File: src/rtl/ldunit.sv
// ldunit: sequential load unit. Accepts a load request (byte address +
// RISC-V funct3), issues one or two aligned word reads on the data-memory
// port, extracts and sign/zero-extends the addressed byte/half/word/double
// and returns the result over a valid/ready handshake.
//
// Build option: LDUNIT_MISALIGN_EN
//   defined   - word-crossing loads are split into two reads (RD0 + RD1)
//   undefined - word-crossing loads complete immediately with out_err=10
//
// Ports:
//   clock, reset           rising-edge clock, async active-high reset
//   req_valid/req_ready    request handshake (ready only when idle)
//   req_addr, req_funct3   byte address and load type
//   mem_rd, mem_addr       word read request, held until mem_ack
//   mem_ack, mem_rdata     read data valid / read data
//   out_valid/out_ready    result handshake
//   out_data, out_err      extended load data; 00 ok, 01 illegal, 10 misaligned
module ldunit #(
  parameter int unsigned XLEN = 32
) (
  input  logic            clock,
  input  logic            reset,
  input  logic            req_valid,
  output logic            req_ready,
  input  logic [31:0]     req_addr,
  input  logic [2:0]      req_funct3,
  output logic            mem_rd,
  output logic [31:0]     mem_addr,
  input  logic            mem_ack,
  input  logic [XLEN-1:0] mem_rdata,
  output logic            out_valid,
  input  logic            out_ready,
  output logic [XLEN-1:0] out_data,
  output logic [1:0]      out_err
);

  localparam int unsigned NB = XLEN / 8;
  localparam int unsigned OW = $clog2(NB);

  localparam logic [1:0] ERR_OK  = 2'b00;
  localparam logic [1:0] ERR_ILL = 2'b01;
`ifndef LDUNIT_MISALIGN_EN
  localparam logic [1:0] ERR_MIS = 2'b10;
`endif

`ifdef LDUNIT_MISALIGN_EN
  typedef enum logic [1:0] {IDLE = 2'd0, RD0 = 2'd1, RD1 = 2'd2, DONE = 2'd3} state_t;
`else
  typedef enum logic [1:0] {IDLE = 2'd0, RD0 = 2'd1, DONE = 2'd3} state_t;
`endif

  state_t          state, state_d;
  logic [31:0]     addr_q, addr_d;
  logic [2:0]      f3_q, f3_d;
`ifdef LDUNIT_MISALIGN_EN
  logic [XLEN-1:0] w0_q, w0_d;
`endif
  logic            req_ready_d, mem_rd_d, out_valid_d;
  logic [31:0]     mem_addr_d, base_d;
  logic [XLEN-1:0] data_d;
  logic [1:0]      err_d;

  // funct3 codes that name a load supported at this XLEN
  function automatic logic is_legal(input logic [2:0] f3);
    logic ok;
    case (f3)
      3'b000, 3'b001, 3'b010, 3'b100, 3'b101: ok = 1'b1;
      3'b011, 3'b110:                         ok = (XLEN == 64);
      default:                                ok = 1'b0;
    endcase
    return ok;
  endfunction

  // access runs past the end of its word
  function automatic logic crosses(input logic [OW-1:0] off, input logic [2:0] f3);
    logic [4:0] size;
    case (f3[1:0])
      2'b00:   size = 5'd1;
      2'b01:   size = 5'd2;
      2'b10:   size = 5'd4;
      default: size = 5'd8;
    endcase
    return (5'(off) + size) > 5'(NB);
  endfunction

  // shift the {hi,lo} word pair down to the addressed byte, then extend
  function automatic logic [XLEN-1:0] extract(input logic [XLEN-1:0] hi,
                                              input logic [XLEN-1:0] lo,
                                              input logic [OW-1:0]   off,
                                              input logic [2:0]      f3);
    logic [XLEN-1:0] sh;
    logic [XLEN-1:0] res;
    sh = XLEN'({hi, lo} >> {off, 3'b000});
    case (f3)
      3'b000:  res = XLEN'($signed(sh[7:0]));
      3'b001:  res = XLEN'($signed(sh[15:0]));
      3'b010:  res = XLEN'($signed(sh[31:0]));
      3'b100:  res = XLEN'(sh[7:0]);
      3'b101:  res = XLEN'(sh[15:0]);
      3'b110:  res = XLEN'(sh[31:0]);
      3'b011:  res = sh;
      default: res = '0;
    endcase
    return res;
  endfunction

  // next-state and next-output logic
  always_comb begin
    state_d = state;
    addr_d  = addr_q;
    f3_d    = f3_q;
`ifdef LDUNIT_MISALIGN_EN
    w0_d    = w0_q;
`endif
    data_d  = out_data;
    err_d   = out_err;

    case (state)
      IDLE: begin
        if (req_valid) begin
          addr_d = req_addr;
          f3_d   = req_funct3;
          if (!is_legal(req_funct3)) begin
            state_d = DONE;
            data_d  = '0;
            err_d   = ERR_ILL;
          end
`ifndef LDUNIT_MISALIGN_EN
          else if (crosses(req_addr[OW-1:0], req_funct3)) begin
            state_d = DONE;
            data_d  = '0;
            err_d   = ERR_MIS;
          end
`endif
          else begin
            state_d = RD0;
          end
        end
      end
      RD0: begin
        if (mem_ack) begin
`ifdef LDUNIT_MISALIGN_EN
          if (crosses(addr_q[OW-1:0], f3_q)) begin
            w0_d    = mem_rdata;
            state_d = RD1;
          end else
`endif
          begin
            data_d  = extract('0, mem_rdata, addr_q[OW-1:0], f3_q);
            err_d   = ERR_OK;
            state_d = DONE;
          end
        end
      end
`ifdef LDUNIT_MISALIGN_EN
      RD1: begin
        if (mem_ack) begin
          data_d  = extract(mem_rdata, w0_q, addr_q[OW-1:0], f3_q);
          err_d   = ERR_OK;
          state_d = DONE;
        end
      end
`endif
      DONE: begin
        if (out_ready) state_d = IDLE;
      end
      default: state_d = IDLE;
    endcase

    // registered handshake/memory outputs follow the next state
    base_d      = {addr_d[31:OW], {OW{1'b0}}};
    req_ready_d = (state_d == IDLE);
    out_valid_d = (state_d == DONE);
    mem_rd_d    = (state_d == RD0);
    mem_addr_d  = mem_addr;
    if (state_d == RD0) mem_addr_d = base_d;
`ifdef LDUNIT_MISALIGN_EN
    if (state_d == RD1) begin
      mem_rd_d   = 1'b1;
      mem_addr_d = base_d + 32'(NB);
    end
`endif
  end

  // state and output registers
  always_ff @(posedge clock or posedge reset) begin
    if (reset) begin
      state     <= IDLE;
      addr_q    <= '0;
      f3_q      <= '0;
`ifdef LDUNIT_MISALIGN_EN
      w0_q      <= '0;
`endif
      req_ready <= 1'b1;
      mem_rd    <= 1'b0;
      mem_addr  <= '0;
      out_valid <= 1'b0;
      out_data  <= '0;
      out_err   <= ERR_OK;
    end else begin
      state     <= state_d;
      addr_q    <= addr_d;
      f3_q      <= f3_d;
`ifdef LDUNIT_MISALIGN_EN
      w0_q      <= w0_d;
`endif
      req_ready <= req_ready_d;
      mem_rd    <= mem_rd_d;
      mem_addr  <= mem_addr_d;
      out_valid <= out_valid_d;
      out_data  <= data_d;
      out_err   <= err_d;
    end
  end

endmodule

File: config.mk
export PLATFORM = sky130hd
export DESIGN_NAME = ldunit
export DESIGN_NICKNAME = d
export VERILOG_FILES = /design/src/rtl/ldunit.sv
export SDC_FILE = /design/constraint.sdc
export NUM_CORES = 1
export LEC_CHECK = 0
export BUFFER_PORTS_ARGS = -buffer_cell sky130_fd_sc_hd__buf_2
export CAP_MARGIN = 10
export CORE_ASPECT_RATIO = 0.9
export CORE_MARGIN = 2
export CORE_UTILIZATION = 48
export CTS_BUF_LIST = sky130_fd_sc_hd__clkbuf_8
export CTS_CLUSTER_DIAMETER = 60
export DETAILED_ROUTE_END_ITERATION = 7
export GPL_TIMING_DRIVEN = 1
export PLACE_DENSITY = 0.8
export RECOVER_POWER = 50
export SLEW_MARGIN = 0
export SYNTH_ARGS = -nofsm -noshare
export SYNTH_HDL_FRONTEND = slang
export SYNTH_SLANG_ARGS = --single-unit
File: constraint.sdc
create_clock -name clock -period 2.7 [get_ports clock]
set_input_delay 0.135 -clock clock [delete_from_list [all_inputs] [get_ports clock]]
set_output_delay 0.135 -clock clock [all_outputs]
set_load 0.1 [all_outputs]
**Yosys cells after proc, flatten, opt, wreduce, memory -nomap -nowiden**

Cells that the tools add are included.

- Bits of input ports: 72
- Register bits: 104
- Word-level logic and storage cells: 68

- Shift-type cells: 1
- Reductions and logical operators: 10
- Multiplexer cells: 26
- Order comparisons: 1
- $add $sub $neg: 1
- Equal/unequal tests: 19

Operator list:

| operator | number |
|---|---|
| two-way mux 32 bit | 6 |
| case mux 32 bit (5 select lines) | 1 |
| case mux 32 bit (2 select lines) | 1 |
| right shift 32 x 5 -> 32 bit | 1 |
| two-way mux 2 bit | 9 |
| == test 3 bit, second input constant | 5 |
| two-way mux 5 bit | 3 |
| case mux 4 bit (3 select lines) | 1 |
| == test 3 x 2 -> 1 bit, second input constant | 3 |
| == test 2 x 1 -> 1 bit, second input constant | 3 |
| == test 2 bit, second input constant | 3 |
| == test 3 x 1 -> 1 bit, second input constant | 2 |
| logical NOT 2 bit | 3 |
| logical NOT 3 bit | 2 |
| case mux 2 bit (3 select lines) | 1 |
| adder 2 x 5 -> 5 bit | 1 |
| > comparator 5 x 3 -> 1 bit, second input constant | 1 |
| OR reduction 5 bit | 1 |
| inequality test 2 bit, second input constant | 2 |
| case mux 2 bit (2 select lines) | 1 |
| AND reduction 4 bit | 1 |
| two-way mux 1 bit | 3 |
| inequality test 3 bit, second input constant | 1 |
| OR reduction 3 bit | 1 |
| 2 further kinds | 2 |

**Longest topological paths before layout**

- Depth in word-level cells: 15
- Depth in mapped cells: 10
- Depth with buffers taken out: 9

**Least setup slack after synthesis**

Ideal clock, no wire load.

- Path kind: input port to flip-flop
- From: in req_funct3[0]
- To: reg mem_addr[11]
- Arrival: 2.076 ns
- Stages: 10
- Setup slack: 0.496 ns
- Cells stage by stage: nor2_1 -> ha_1 -> inv_1 -> fa_1 -> nor2b_1 -> o211ai_1 -> a32o_2 -> nor2_4 -> buf_6 -> mux2_1

- Longest elaborated chain between the ends: 12
- Elaborated cells between the ends (all ways): 23
- Those cells by class: add/sub: 1; order compare: 1; eq/ne: 7; mux: 11; reduce/logical: 3

RTL lines:

| what | line | source |
|---|---|---|
| start: declaration | 26 | `input logic [2:0] req_funct3,` |
| == test 2 bit (tied with other cells) | 77 | `case (f3[1:0])` |
| case mux 4 bit (3 select lines) | 77 |  |
| two-way mux 5 bit | 123 | `if (!is_legal(req_funct3)) begin` |
| two-way mux 5 bit | 120 | `if (req_valid) begin` |
| two-way mux 5 bit | 118 | `case (state)` |
| adder 2 x 5 -> 5 bit | 83 | `return (5'(off) + size) > 5'(NB);` |
| > comparator 5 x 3 -> 1 bit | 83 |  |
| two-way mux 2 bit | 129 | `else if (crosses(req_addr[OW-1:0], req_funct3)) begin` |
| two-way mux 2 bit * | 123 |  |
| two-way mux 2 bit * | 120 |  |
| case mux 2 bit (3 select lines) * | 118 |  |
| net state_d[1] | 52 | `state_t state, state_d;` |
| == test 2 x 1 -> 1 bit * | 176 | `if (state_d == RD0) mem_addr_d = base_d;` |
| end signal: assignment | 209 | `mem_addr <= mem_addr_d;` |
| end: declaration | 28 | `output logic [31:0] mem_addr,` |

The timed path passes the listed nets; every way through them passes the cells marked *. The select of a mux whose other input is x is not followed.
A chain may end at the register's enable or synchronous reset.

**Worst setup path after layout**

- From: in req_funct3[0]
- To: reg mem_addr[24]

The elaborated chain is that of the path after synthesis.

==> flow_summary.toml <==
[run_status]
status = "finished, violations left"
violations = "capacitance limit, slew limit"

[floorplanning]
initial_core_util = 0.488
io_pins = 141
die_h_um = 97.4
die_x_um = 108
core.rowCount = 34
die_area_sq_um = 10500
core_sq_um = 9530

[yosys]
synth_top_area_share = 0.554
synth_cells = 370
synth_ff_type = "dfrtp_1"
ys_seq_area_frac = 0.560
synth_edf_count = 0
synthMuxAreaShare = 0.204
synth-xor-area-share = 0
synth_area_per_cell_sq_um = 12.6
yosysWarnings = 0
synth_cell_types = 45
synth-simple-area-share = 0.0740
synthAdderAreaFrac = 0.00968
synth_compound_area_frac = 0.116
syn_area_sq_um = 4650
synth_top_family_by_area = "multiplexers"
yosysTopAreaCell = "dfrtp_1"
synth-seq-cells = 104
synthArstFlopShare = 1.00
yosys-top-cells-area = "dfrtp_1 55%, mux2_2 9.0%, mux2_1 7.3%, mux2i_1 3.7%, nand2_1 3.0%"

[cells_and_area]
drive_above_1_share = 0.308
diodes = 0
nNetsFinal = 596
multi_input_area_sq_um = 1890
area.sequential_sq_um = 2600
area_growth_pct = 23.3
fillers = 829

[global_routing]
grt_max_degree = 55
antenna_found_initial = 0
grt_util_all_layers = 0.214
grt_pass1_vias = 3477
grt_pass1_wl_um = 17500
grt_overflow = 0

[sta]
relSlewSlack = -0.0160
finalCritPeriodShare = 0.819
rsz0062_at_grt = "no"
finalHoldViolations = 0
period_needed_ns = 2.21
fin_hold_ws_ns = 0.0147
finalClockSkew_ns = 0.0177
slew_viol_final = 33
fin_tns_setup_ns = 0
setup-violations-final = 0
fmax_ghz = 0.452
tightestPinTransition_ns = 1.52
setup_ws_ns = 0.489

[cts]
clk_pin_slew_ns = 0.11
cts_tree = "yes"
cts_buffers = 9
h-tree-depth = 3
clk_latency_ns = 0.37
root_buffer = "clkbuf_8"
clockBufferDepth = 2
clock_sinks = 104
ctsResizeCount = 0

[drt]
drtIter0Drc = 169
drtPass1Iterations = 4
wirelength_um = 11000
routed_via_density = 5.37
post_drt_wl_per_cell_um = 16.8
vias = 3504
drcViolationCount = 0
drtAntennaViolNets = 0

[setup_path]
crit_chain = "buf_2 > nor2_1 > ha_1 > inv_1 > fa_1 > nor2b_1 > o211ai_1 > a32o_2 > nor2_4 > buf_12 > mux2_1"
crit_path_max_fanout = 31
timing_worst_setup_path_type = "input port to flop"
cp-start-kind = "input port"
slowest_stage = "fa_1"
slowest_delay_ns = 0.47
crit_arrival_ns = 2.45
cp-end-kind = "flop"
required_ns = 2.94

[worst_hold_path]
hold_path_class = "input port to flop"

[placed_design]
place_ws_ns = 0.108
dpl.hpwl_um = 8070
port_buffers = 138
place.gp.congestion = 0.871

[run]
max_cap_violations = 1
## cell usage after synthesis (2+ instances only)
cell	count
buf_2	9
nand2b_1	2
nand3_1	2
nor2b_1	12
a32o_1	8
o21ai_0	26
inv_1	7
a21oi_1	16
nor2_1	3
mux2i_1	17
ha_1	2
mux2_1	30
a211o_1	7
nand2_1	37
buf_6	5
o21ai_1	7
a22o_1	8
dfrtp_1	103
mux2_2	37
buf_4	2
clkbuf_1	6
## area by class of cell
| class | instances | area share |
|---|---|---|
| Timing Repair Buffer | 162 | 0.153 |
| Inverter | 7 | 0.00480 |
| Multi-Input combinational cell | 237 | 0.330 |
| Tap cell | 126 | 0.0275 |
| Clock buffer | 9 | 0.0216 |
| Sequential cell | 104 | 0.454 |
| Clock inverter | 7 | 0.00982 |
## metrics by stage
step           area [sq um]   util  std cells
6_report               5740  0.602        652
5_1_grt                5740  0.602        652
4_1_cts                5790  0.608        651
3_5_place_dp           5490  0.576        623
3_3_place_gp           5490  0.576        623
2_1_floorplan          4660      -        371
## kinds of logic after synthesis
family | count (synthesis)
flip-flops | 104
multiplexers | 85
AO/OA/AOI/OAI | 81
AND/OR/NAND/NOR | 66
buffers and inverters | 30
adder cells (fa/ha/maj) | 3
other | 1
## cell usage in the layout, fill, tap and decap left out, types with 3 or more instances in the layout
| cell type | instances |
|---|---|
| mux2_1 | 30 |
| inv_1 | 7 |
| clkbuf_1 | 52 |
| nor2_1 | 3 |
| mux2i_1 | 17 |
| mux2_2 | 37 |
| clkbuf_8 | 9 |
| o21ai_0 | 26 |
| buf_4 | 8 |
| a22o_1 | 8 |
| a32o_1 | 8 |
| nor2b_1 | 11 |
| a211o_1 | 7 |
| a21oi_1 | 16 |
| buf_12 | 3 |
| nand2_1 | 37 |
| dfrtp_1 | 103 |
| buf_2 | 86 |
| o21ai_1 | 7 |
| dlygate4sd3_1 | 13 |
## registers in the layout, indices dropped and copies added (netlist names)
signal,flops
out_data,32
req_ready,1
out_err,2
out_valid,1
mem_rd,1
state,2
addr_q,32
mem_addr,30
f3_q,3
## path summary, 6_finish.rpt
| path | from | endpoint | slack [ns] | depth (start not counted) |
|---|---|---|---|---|
| max in group asynchronous | reset | addr_q[12]$_DFF_PP0_ | 0.97 | 5 |
| worst max-delay path | req_funct3[0] | mem_addr[24]$_DFFE_PP0N_ | 0.49 | 11 |
| worst min-delay path | req_addr[9] | addr_q[9]$_DFF_PP0_ | 0.01 | 2 |
| min in group asynchronous | reset | out_data[21]$_DFFE_PP0P_ | 0.64 | 3 |
| worst max register to register | addr_q[0]$_DFFE_PP0P_ | out_data[9]$_DFFE_PP0P_ | 0.63 | 6 |
| worst min register to register | out_data[7]$_DFFE_PP0P_ | out_data[7]$_DFFE_PP0P_ | 0.49 | 2 |
## what timing repair did
| item | CTS | global route |
|---|---|---|
| hold endpoints to repair | 43 | 1 |
| hold buffers | 12 | 1 |
| setup buffers | 0 | 0 |
## per-layer routing
layer,track usage,vias to the layer above,share of wire
li1,-,1625,-
met1,0.283,1720,0.42
met2,0.348,149,0.49
met3,0.0630,10,0.089
met4,0.0493,0,0.0081
met5,0,-,0
## worst max-delay path, delay by kind of cell
kind | cells | cell delay [ns]
adders and majority gates | 2 | 0.65
AOI/OAI and AO/OA | 2 | 0.51
buffers and inverters | 3 | 0.40
and+or+nand+nor | 3 | 0.39
muxes | 1 | 0.35
Power is not shown: default switching activity piles up to over one toggle a cycle in this logic, so the estimate is an artifact.
